--- config.mk ---
export PLATFORM = sky130hd
export DESIGN_NAME = monopulse_feature_rx
export DESIGN_NICKNAME = d
export VERILOG_FILES = /design/src/rtl/monopulse_pkg.sv /design/src/rtl/feature_sample_ram.sv /design/src/rtl/monopulse_feature_rx.sv
export SDC_FILE = /design/constraint.sdc
export NUM_CORES = 2
export LEC_CHECK = 0
export ABC_AREA = 1
export CAP_MARGIN = 5
export CORE_AREA = 2 2 428 430
export CTS_CLUSTER_SIZE = 40
export DETAILED_ROUTE_END_ITERATION = 6
export DIE_AREA = 0 0 430 432
export DONT_BUFFER_PORTS = 1
export HOLD_SLACK_MARGIN = 0.05
export RECOVER_POWER = 50
export SLEW_MARGIN = 40
export SYNTH_ARGS = -nofsm -noshare
export SYNTH_HDL_FRONTEND = slang
export SYNTH_SLANG_ARGS = --single-unit
--- constraint.sdc ---
create_clock -name Clk -period 4.05 [get_ports Clk]
set_clock_uncertainty 0.05 [all_clocks]
set_input_delay 0.81 -clock Clk [delete_from_list [all_inputs] [get_ports Clk]]
set_output_delay 0.81 -clock Clk [all_outputs]
set_load 0.02 [all_outputs]
--- src/rtl/monopulse_pkg.sv ---
// Shared definitions for the monopulse feature receiver: state encoding,
// default frame-length limits and sample width.
// Optional build macro: FEATURE_AREA_EN (enables the Pulse_area accumulator).
package monopulse_pkg;

  localparam int unsigned MAX_POINTS_DEF = 251;
  localparam int unsigned MIN_POINTS_DEF = 4;
  localparam int unsigned SAMPLE_W       = 8;
  localparam int unsigned RAM_DEPTH      = 256;

  typedef enum logic [2:0] {
    IDLE,
    HDR,
    SKIP,
    LOAD,
    SCAN,
    DONE,
    ERR
  } state_t;

  typedef logic [SAMPLE_W-1:0] sample_t;

  // Pulse threshold is half the peak, rounded down.
  function automatic sample_t half_threshold(input sample_t peak);
    return peak >> 1;
  endfunction

endpackage

--- src/rtl/feature_sample_ram.sv ---
// 256x8 frame sample buffer: synchronous write, registered read (1-cycle latency).
module feature_sample_ram
  import monopulse_pkg::*;
(
  input  logic       Clk,
  input  logic       wr_en,
  input  logic [7:0] wr_addr,
  input  logic [7:0] wr_data,
  input  logic [7:0] rd_addr,
  output logic [7:0] rd_data
);

  sample_t mem [RAM_DEPTH];

  // Write port and registered read port; contents are not reset.
  always_ff @(posedge Clk) begin
    if (wr_en) mem[wr_addr] <= wr_data;
    rd_data <= mem[rd_addr];
  end

endmodule

--- src/rtl/monopulse_feature_rx.sv ---
// Monopulse feature receiver: captures one frame of samples, finds the peak
// while loading, then rescans the buffer to measure pulse width and rise time.
// Optional build macro: FEATURE_AREA_EN (Pulse_area accumulation; tied to 0
// when undefined).
module monopulse_feature_rx
  import monopulse_pkg::*;
#(
  parameter int unsigned MAX_POINTS = MAX_POINTS_DEF,
  parameter int unsigned MIN_POINTS = MIN_POINTS_DEF
) (
  input  logic        Clk,
  input  logic        Rst,
  input  logic        FeatureExtraction_flag,
  input  logic [15:0] Monopulse_data1,
  output logic        FeatureExtraction_flag_reg,
  output logic [7:0]  Peak_value,
  output logic [15:0] Peak_index,
  output logic [15:0] Pulse_width,
  output logic [15:0] Rise_time,
  output logic [23:0] Pulse_area,
  output logic        Frame_error
);

  state_t      state;
  logic        armed;
  logic [7:0]  n_pts;
  logic [7:0]  cnt;
  logic [7:0]  peak_val;
  logic [7:0]  peak_idx;
  logic [15:0] pw_acc;
  logic [7:0]  first_idx;
  logic        first_found;

  logic [7:0]  sample;
  logic [7:0]  rd_data;
  logic [7:0]  thr;
  logic        hdr_ok;
  logic        start;
  logic        load_en;
  logic        fin;
  logic        hit;

  assign sample  = Monopulse_data1[7:0];
  assign thr     = half_threshold(peak_val);
  assign hit     = (rd_data >= thr);
  assign hdr_ok  = (Monopulse_data1 >= 16'(MIN_POINTS)) &&
                   (Monopulse_data1 <= 16'(MAX_POINTS));
  assign start   = (state == IDLE) && FeatureExtraction_flag && armed;
  assign load_en = (state == LOAD) && FeatureExtraction_flag;
  // SCAN runs N+2 cycles: one to prime the registered read, N to compare,
  // one to publish the results.
  assign fin     = (state == SCAN) && FeatureExtraction_flag &&
                   (cnt == n_pts + 8'd1);

  feature_sample_ram u_ram (
    .Clk     (Clk),
    .wr_en   (load_en),
    .wr_addr (cnt),
    .wr_data (sample),
    .rd_addr (cnt),
    .rd_data (rd_data)
  );

  // Frame sequencer, peak tracker, scan measurements and output registers.
  always_ff @(posedge Clk) begin
    if (!Rst) begin
      state                      <= IDLE;
      armed                      <= 1'b0;
      n_pts                      <= '0;
      cnt                        <= '0;
      peak_val                   <= '0;
      peak_idx                   <= '0;
      pw_acc                     <= '0;
      first_idx                  <= '0;
      first_found                <= 1'b0;
      FeatureExtraction_flag_reg <= 1'b0;
      Peak_value                 <= '0;
      Peak_index                 <= '0;
      Pulse_width                <= '0;
      Rise_time                  <= '0;
      Frame_error                <= 1'b0;
    end else begin
      // A frame may only start after the flag has been seen low, so a frame
      // cut by reset is not picked up half-way.
      if (!FeatureExtraction_flag) armed <= 1'b1;

      case (state)
        IDLE: begin
          if (start) begin
            state       <= HDR;
            cnt         <= '0;
            peak_val    <= '0;
            peak_idx    <= '0;
            pw_acc      <= '0;
            first_idx   <= '0;
            first_found <= 1'b0;
          end
        end

        HDR: begin
          if (!FeatureExtraction_flag) begin
            state       <= IDLE;
            Frame_error <= 1'b1;
          end else if (hdr_ok) begin
            n_pts <= Monopulse_data1[7:0];
            state <= SKIP;
          end else begin
            state                      <= ERR;
            Frame_error                <= 1'b1;
            FeatureExtraction_flag_reg <= 1'b1;
          end
        end

        SKIP: begin
          if (!FeatureExtraction_flag) begin
            state       <= IDLE;
            Frame_error <= 1'b1;
          end else begin
            state <= LOAD;
            cnt   <= '0;
          end
        end

        LOAD: begin
          if (!FeatureExtraction_flag) begin
            state       <= IDLE;
            Frame_error <= 1'b1;
          end else begin
            // Strict compare keeps the first occurrence on ties.
            if (sample > peak_val) begin
              peak_val <= sample;
              peak_idx <= cnt;
            end
            if (cnt == n_pts - 8'd1) begin
              cnt   <= '0;
              state <= SCAN;
            end else begin
              cnt <= cnt + 8'd1;
            end
          end
        end

        SCAN: begin
          if (!FeatureExtraction_flag) begin
            state       <= IDLE;
            Frame_error <= 1'b1;
          end else begin
            // rd_data holds the entry addressed on the previous cycle.
            if ((cnt != 8'd0) && (cnt <= n_pts) && hit) begin
              pw_acc <= pw_acc + 16'd1;
              if (!first_found) begin
                first_found <= 1'b1;
                first_idx   <= cnt - 8'd1;
              end
            end
            if (fin) begin
              Peak_value                 <= peak_val;
              Peak_index                 <= {8'h00, peak_idx};
              Pulse_width                <= pw_acc;
              Rise_time                  <= {8'h00, peak_idx - first_idx};
              Frame_error                <= 1'b0;
              FeatureExtraction_flag_reg <= 1'b1;
              state                      <= DONE;
            end else begin
              cnt <= cnt + 8'd1;
            end
          end
        end

        DONE, ERR: begin
          if (!FeatureExtraction_flag) begin
            state                      <= IDLE;
            FeatureExtraction_flag_reg <= 1'b0;
          end
        end

        default: state <= IDLE;
      endcase
    end
  end

`ifdef FEATURE_AREA_EN
  logic [23:0] area_acc;

  // Sum of samples accumulated while loading, published with the other features.
  always_ff @(posedge Clk) begin
    if (!Rst) begin
      area_acc   <= '0;
      Pulse_area <= '0;
    end else begin
      if (start)   area_acc   <= '0;
      if (load_en) area_acc   <= area_acc + {16'h0000, sample};
      if (fin)     Pulse_area <= area_acc;
    end
  end
`else
  assign Pulse_area = '0;
`endif

endmodule
-- Yosys cells after proc, flatten, opt, wreduce, memory -nomap -nowiden
Memory sizes are Yosys's and may differ from the RTL's. A register that Yosys moved wholly into a read port is not among the register bits.
Cells that the tools add are included.
- bits in writable memories: 2048
- output and inout bits: 82
- memories: 1
- bits in latches: 0
- memory bits (read-only): 0
- word-level logic and storage cells: 125
- flip-flop bits (word level): 103
- div/mod/pow operators: 0
- add/sub/neg operators: 6
- equal/unequal tests: 24
- $mul: 0
- muxes and demuxes: 48
- reduce and logical (&&, ||, !) cells: 26
- bitwise gates (word level): 0
- order comparisons: 5
- shifts and indexed selects: 0
- memory list (memory ; words ; bits a word ; read ports ; clocked after memory_dff ; wr ports ; RTL line ; source):
    u_ram.mem ; 256 ; 8 ; 1 ; 1 ; 1 ; feature_sample_ram.sv:13 ; sample_t mem [RAM_DEPTH];
- operators by type and width (cell ; count):
    two-way mux 8 bit ; 13
    two-way mux 16 bit ; 3
    case mux 8 bit (2 select lines) ; 3
    case mux 16 bit (2 select lines) ; 1
    case mux 8 bit (4 select lines) ; 1
    two-way mux 3 bit ; 8
    inequality test 2 bit, second input constant ; 11
    case mux 3 bit (6 select lines) ; 1
    adder 16 x 1 -> 16 bit, second input constant ; 1
    adder 8 x 1 -> 8 bit, second input constant ; 2
    equality test 8 bit ; 2
    greater-or-equal comparator 16 x 3 -> 1 bit, second input constant ; 1
    <= comparator 16 x 8 -> 1 bit, second input constant ; 1
    AND reduction 4 bit ; 4
    subtractor 8 x 1 -> 8 bit, second input constant ; 2
    two-way mux 1 bit ; 14
    AND reduction 6 bit ; 2
    equality test 3 bit, second input constant ; 3
    greater-or-equal comparator 8 x 7 -> 1 bit ; 1
    > comparator 8 bit ; 1
    <= comparator 8 bit ; 1
    logical AND 1 bit ; 8
    nonzero test 8 bit ; 1
    subtractor 8 bit ; 1
    15 further kinds ; 23

-- Logic depth before layout (Yosys ltp)
- depth in word-level cells: 6
- gate-level depth with buffers: 19

-- Modules after synthesis
A second synthesis with hierarchy kept.
- cell total of the unflattened synthesis: 7947
- area, all modules: 89991.3 um^2
- by module, submodules not included (module ; cells an instance ; instances ; area each (um^2) ; sequential area each (um^2)):
    feature_sample_ram ; 7003 ; 1 ; 83396.2 ; 61659.1
    monopulse_feature_rx ; 944 ; 1 ; 6595.1 ; 2062.0

-- Worst setup path before layout
Ideal clock, no wire load.
- path kind: input -> register
- from: input FeatureExtraction_flag
- to: memory u_ram.mem[81][0] in the netlist's numbering (enable)
- arrival: 2.353 ns
- cell stages on the path: 10
- setup time: 0.370 ns
- path buffers: 2
- required time: 3.630 ns
- slack: 1.277 ns
- cells stage by stage: buf_2 -> inv_2 -> nor2_2 -> inv_2 -> nor2_4 -> inv_2 -> nor2_1 -> nand2_1 -> clkbuf_1 -> nor2_1
- cells in the longest elaborated chain, start to end: 3
- ends and longest elaborated chain (element ; RTL line ; source):
    start, declared ; monopulse_feature_rx.sv:13 ; input logic FeatureExtraction_flag,
    logical AND 1 bit ; monopulse_feature_rx.sv:49 ; assign load_en = (state == LOAD) && FeatureExtraction_flag;
    two-way mux 1 bit ; feature_sample_ram.sv:17 ; if (wr_en) mem[wr_addr] <= wr_data;
    two-way mux 1 bit (implied by the code) ; feature_sample_ram.sv:17 ;
    end, declared ; feature_sample_ram.sv:13 ;
Every way passes these cells.

-- Final worst setup path
- from: register state[2]
- to: memory u_ram.mem[139][7] in the netlist's numbering (enable)
- cells in the longest elaborated chain, start to end: 4
- ends and longest elaborated chain (element ; RTL line ; source):
    start, declared ; monopulse_feature_rx.sv:24 ; state_t state;
    start signal, assigned ; monopulse_feature_rx.sv:67 ; state <= IDLE;
    start signal, assigned ; monopulse_feature_rx.sv:90 ; state <= HDR;
    start signal, assigned ; monopulse_feature_rx.sv:102 ; state <= IDLE;
    equality test 3 x 2 -> 1 bit ; monopulse_feature_rx.sv:49 ;
    logical AND 1 bit ; monopulse_feature_rx.sv:49 ;
    two-way mux 1 bit ; feature_sample_ram.sv:17 ;
    two-way mux 1 bit (implied by the code) ; feature_sample_ram.sv:17 ;
Every way passes these cells.

==> results.sh <==
export IMPL_postRouteAntennaNets=0
export IMPL_nets=8179
export IMPL_crit_path_end_kind="flop"
export IMPL_grt_pass1_wl_um=376000
export IMPL_period_needed_ns=3.87
export IMPL_ioPinCount=101
export IMPL_ys_ff_latch=2159
export IMPL_synth_cell_types=50
export IMPL_syn_inst=8184
export IMPL_drv_cap=4
export IMPL_synth_common_cells="nor2_1 (2099), edfxtp_1 (2048), nand2_1 (1563)"
export IMPL_clock_root_buffer="clkbuf_16"
export IMPL_syn_area_per_cell_sq_um=11.0
export IMPL_top_regs="u_ram.mem: 2048 flops, Pulse_width: 16 flops, pw_acc: 16 flops"
export IMPL_timing_final_crit_share_pct=95.5
export IMPL_worstMarginPinSlew_ns=1.96
export IMPL_routed_via_density=5.66
export IMPL_largest_register_ffs=2048
export IMPL_routedWlPerCell_um=23.6
export IMPL_yosys_top_cells_area="edfxtp_1 (68%), nor2_1 (8.8%), nand2_1 (6.5%)"
export IMPL_gr_usage_met3_pct=4.06
export IMPL_seq_area_frac_synth_pct=70.9
export IMPL_antenna_found_initial=7
export IMPL_rows=157
export IMPL_final_layout_size_suffix_gt1_share_pct=6.76
export IMPL_initial_utilization_pct=49.5
export IMPL_setup_tns_ns=0
export IMPL_r2r_start="state[2]$_SDFFE_PN0P_"
export IMPL_setup_viol=0
export IMPL_status="finished, violations left"
export IMPL_crit_arrival_ns=4.37
export IMPL_p_leak_nw=35.2
export IMPL_area_growth_synth_to_final_pct=10.5
export IMPL_cts_buffers=217
export IMPL_crit_type="flop to flop"
export IMPL_violations="design-rule violations, max-capacitance violations, max-slew violations"
export IMPL_port_buffers=0
export IMPL_cts_reportedPaths_clkPinSlew_ns=0.06
export IMPL_grt_busiest_layer="met2"
export IMPL_cp_max_fo=10
export IMPL_dieWidth_um=430
export IMPL_dr_total_vias=60500
export IMPL_num_fill_cells=15600
export IMPL_cts_tree="done"
export IMPL_synth_cell_area_sq_um=89900
export IMPL_cts_buffer_depth=3
export IMPL_hp_start="Rst"
export IMPL_global_route_usage_total_pct=26.9
export IMPL_grtUsageMet1_pct=38.4
export IMPL_synth_edf_count=2048
export IMPL_grt_max_degree=262
export IMPL_place_gp_congestion=0.885
export IMPL_power_mw=48.7
export IMPL_report_final_hold_viol_count=0
export IMPL_dp_cells=10300
export IMPL_slew_headroom_pct=-30.5
export IMPL_die_y_um=432
export IMPL_regMostFlops="u_ram.mem"
export IMPL_grt_pass1_vias=57700
export IMPL_grt_overflow=0
export IMPL_maxSlewViolCount=87
export IMPL_rsz0062_at_grt="false"
export IMPL_fin_util_pct=54.7
export IMPL_yosys_warnings=0
export IMPL_hold_slack_ns=0.154
export IMPL_ys_dominant_reg_cell="edfxtp_1"
export IMPL_min_path_type="input port to flop"
export IMPL_stdcell_count=10700
export IMPL_clkSinkCount=2159
export IMPL_core_area_sq_um=182000
export IMPL_synth_most_common_cell="nor2_1"
export IMPL_first_pass_iters=7
export IMPL_cellPowerDensity_nw_per_um2=490
export IMPL_cp_start_kind="flop"
export IMPL_async_flop_share_pct=0
export IMPL_ir_drop_mv=0.493
export IMPL_drt_iter0_drc=6703
export IMPL_die_area_sq_um=186000
export IMPL_synth_top_area_share_pct=68.4
export IMPL_wirelength_um=253000
export IMPL_cp_required_ns=4.55
export IMPL_drc=4
export IMPL_hpwl_um=138000
export IMPL_gr_usage_met2_pct=42.4
export IMPL_clock_latency_ns=0.87
export IMPL_max_freq_mhz=259
export IMPL_yosysTopAreaCell="edfxtp_1"
export IMPL_h_tree_depth=4
export IMPL_cp_startpoint="state[2]$_SDFFE_PN0P_"
-- path summary, 6_finish.rpt --
path	endpoint	slack, ns	cells past startpoint
worst max-delay path	u_ram.mem[139][7]$_DFFE_PP_	0.18	9
worst min-delay path	cnt[6]$_SDFFE_PN0P_	0.15	2
worst max register to register	u_ram.mem[139][7]$_DFFE_PP_	0.18	9
worst min register to register	first_idx[6]$_SDFFE_PN0P_	0.41	2
-- per-stage QoR --
stage | setup WS [ns] | cell area, sq um
finish | 0.184 | 99400
floorplan | 1.28 | 90100
global placement | 0.241 | 92200
detailed placement | 0.421 | 92300
CTS | 0.445 | 99400
global route | 0.155 | 99400
-- critical path, stage by stage (launching register included) --
cell and delay [ns]:
dfxtp_1 0.42, nor2_1 0.23, inv_1 0.11, nor2_1 0.46, buf_4 0.30, nand3_1 0.21, clkbuf_1 0.75, buf_4 0.50
nor2_1 0.30, buf_4 0.22
-- layout by cell type (no fill, tap or decap), types with 17 or more instances in the layout --
cell	instances
nand4_1	40
a21oi_1	109
o22ai_1	68
nand3_1	107
clkbuf_1	59
buf_12	37
nor2_2	17
nor2_1	2084
xor2_1	25
clkinv_2	47
ha_1	38
nand2_1	1549
edfxtp_1	2048
o21ai_1	226
clkinv_1	42
dfxtp_1	109
conb_1	40
buf_4	145
inv_1	165
o21ai_0	980
clkbuf_16	218
bufinv_16	19
-- final cells by class --
cell class / instances / area [sq um] / area share (%)
inverters: 187 / 738 / 0.743
diodes: 3 / 7.51 / 0.00756
repair buffers: 199 / 1980 / 1.99
well taps: 2385 / 2980 / 3.00
clock buffers: 276 / 5740 / 5.77
flip-flops and latches: 2159 / 63700 / 64.1
clock inverters: 125 / 1240 / 1.25
multi-input cells: 5357 / 22900 / 23.1
-- metal layers --
| layer | vias to the layer above | wire, um |
|---|---|---|
| met3 | 392 | 18900 |
| met2 | 2418 | 117000 |
| met1 | 29800 | 108000 |
| met4 | 0 | 8380 |
| li1 | 27800 | - |
| met5 | - | 0 |
-- cells by family after synthesis --
kind of cell             count (synthesis)  share of synthesized area [%]
AO/OA/AOI/OAI                         1407                           8.01
XOR/XNOR                                30                          0.292
adder cells (fa/ha/maj)                 39                          0.551
buffers and inverters                  707                           3.88
flip-flops                            2159                           70.9
other                                    1                        0.00417
AND/OR/NAND/NOR                       3841                           16.4
-- power by group --
group          internal, mW  total, mW  switching (mW)
sequential             24.5       24.6           0.144
clock                  11.2       19.8            8.61
combinational          1.07       4.19            3.12
total                  36.8       48.7            11.9
-- repair_timing --
| action | CTS | global route |
|---|---|---|
| resized for setup | 0 | 0 |
| endpoints found under the setup margin | 0 | 0 |
| hold endpoints to repair | 83 | 0 |
| hold buffers | 9 | 0 |
| buffers inserted | 0 | 0 |
No activity file was read; power rests on OpenSTA's default activity.
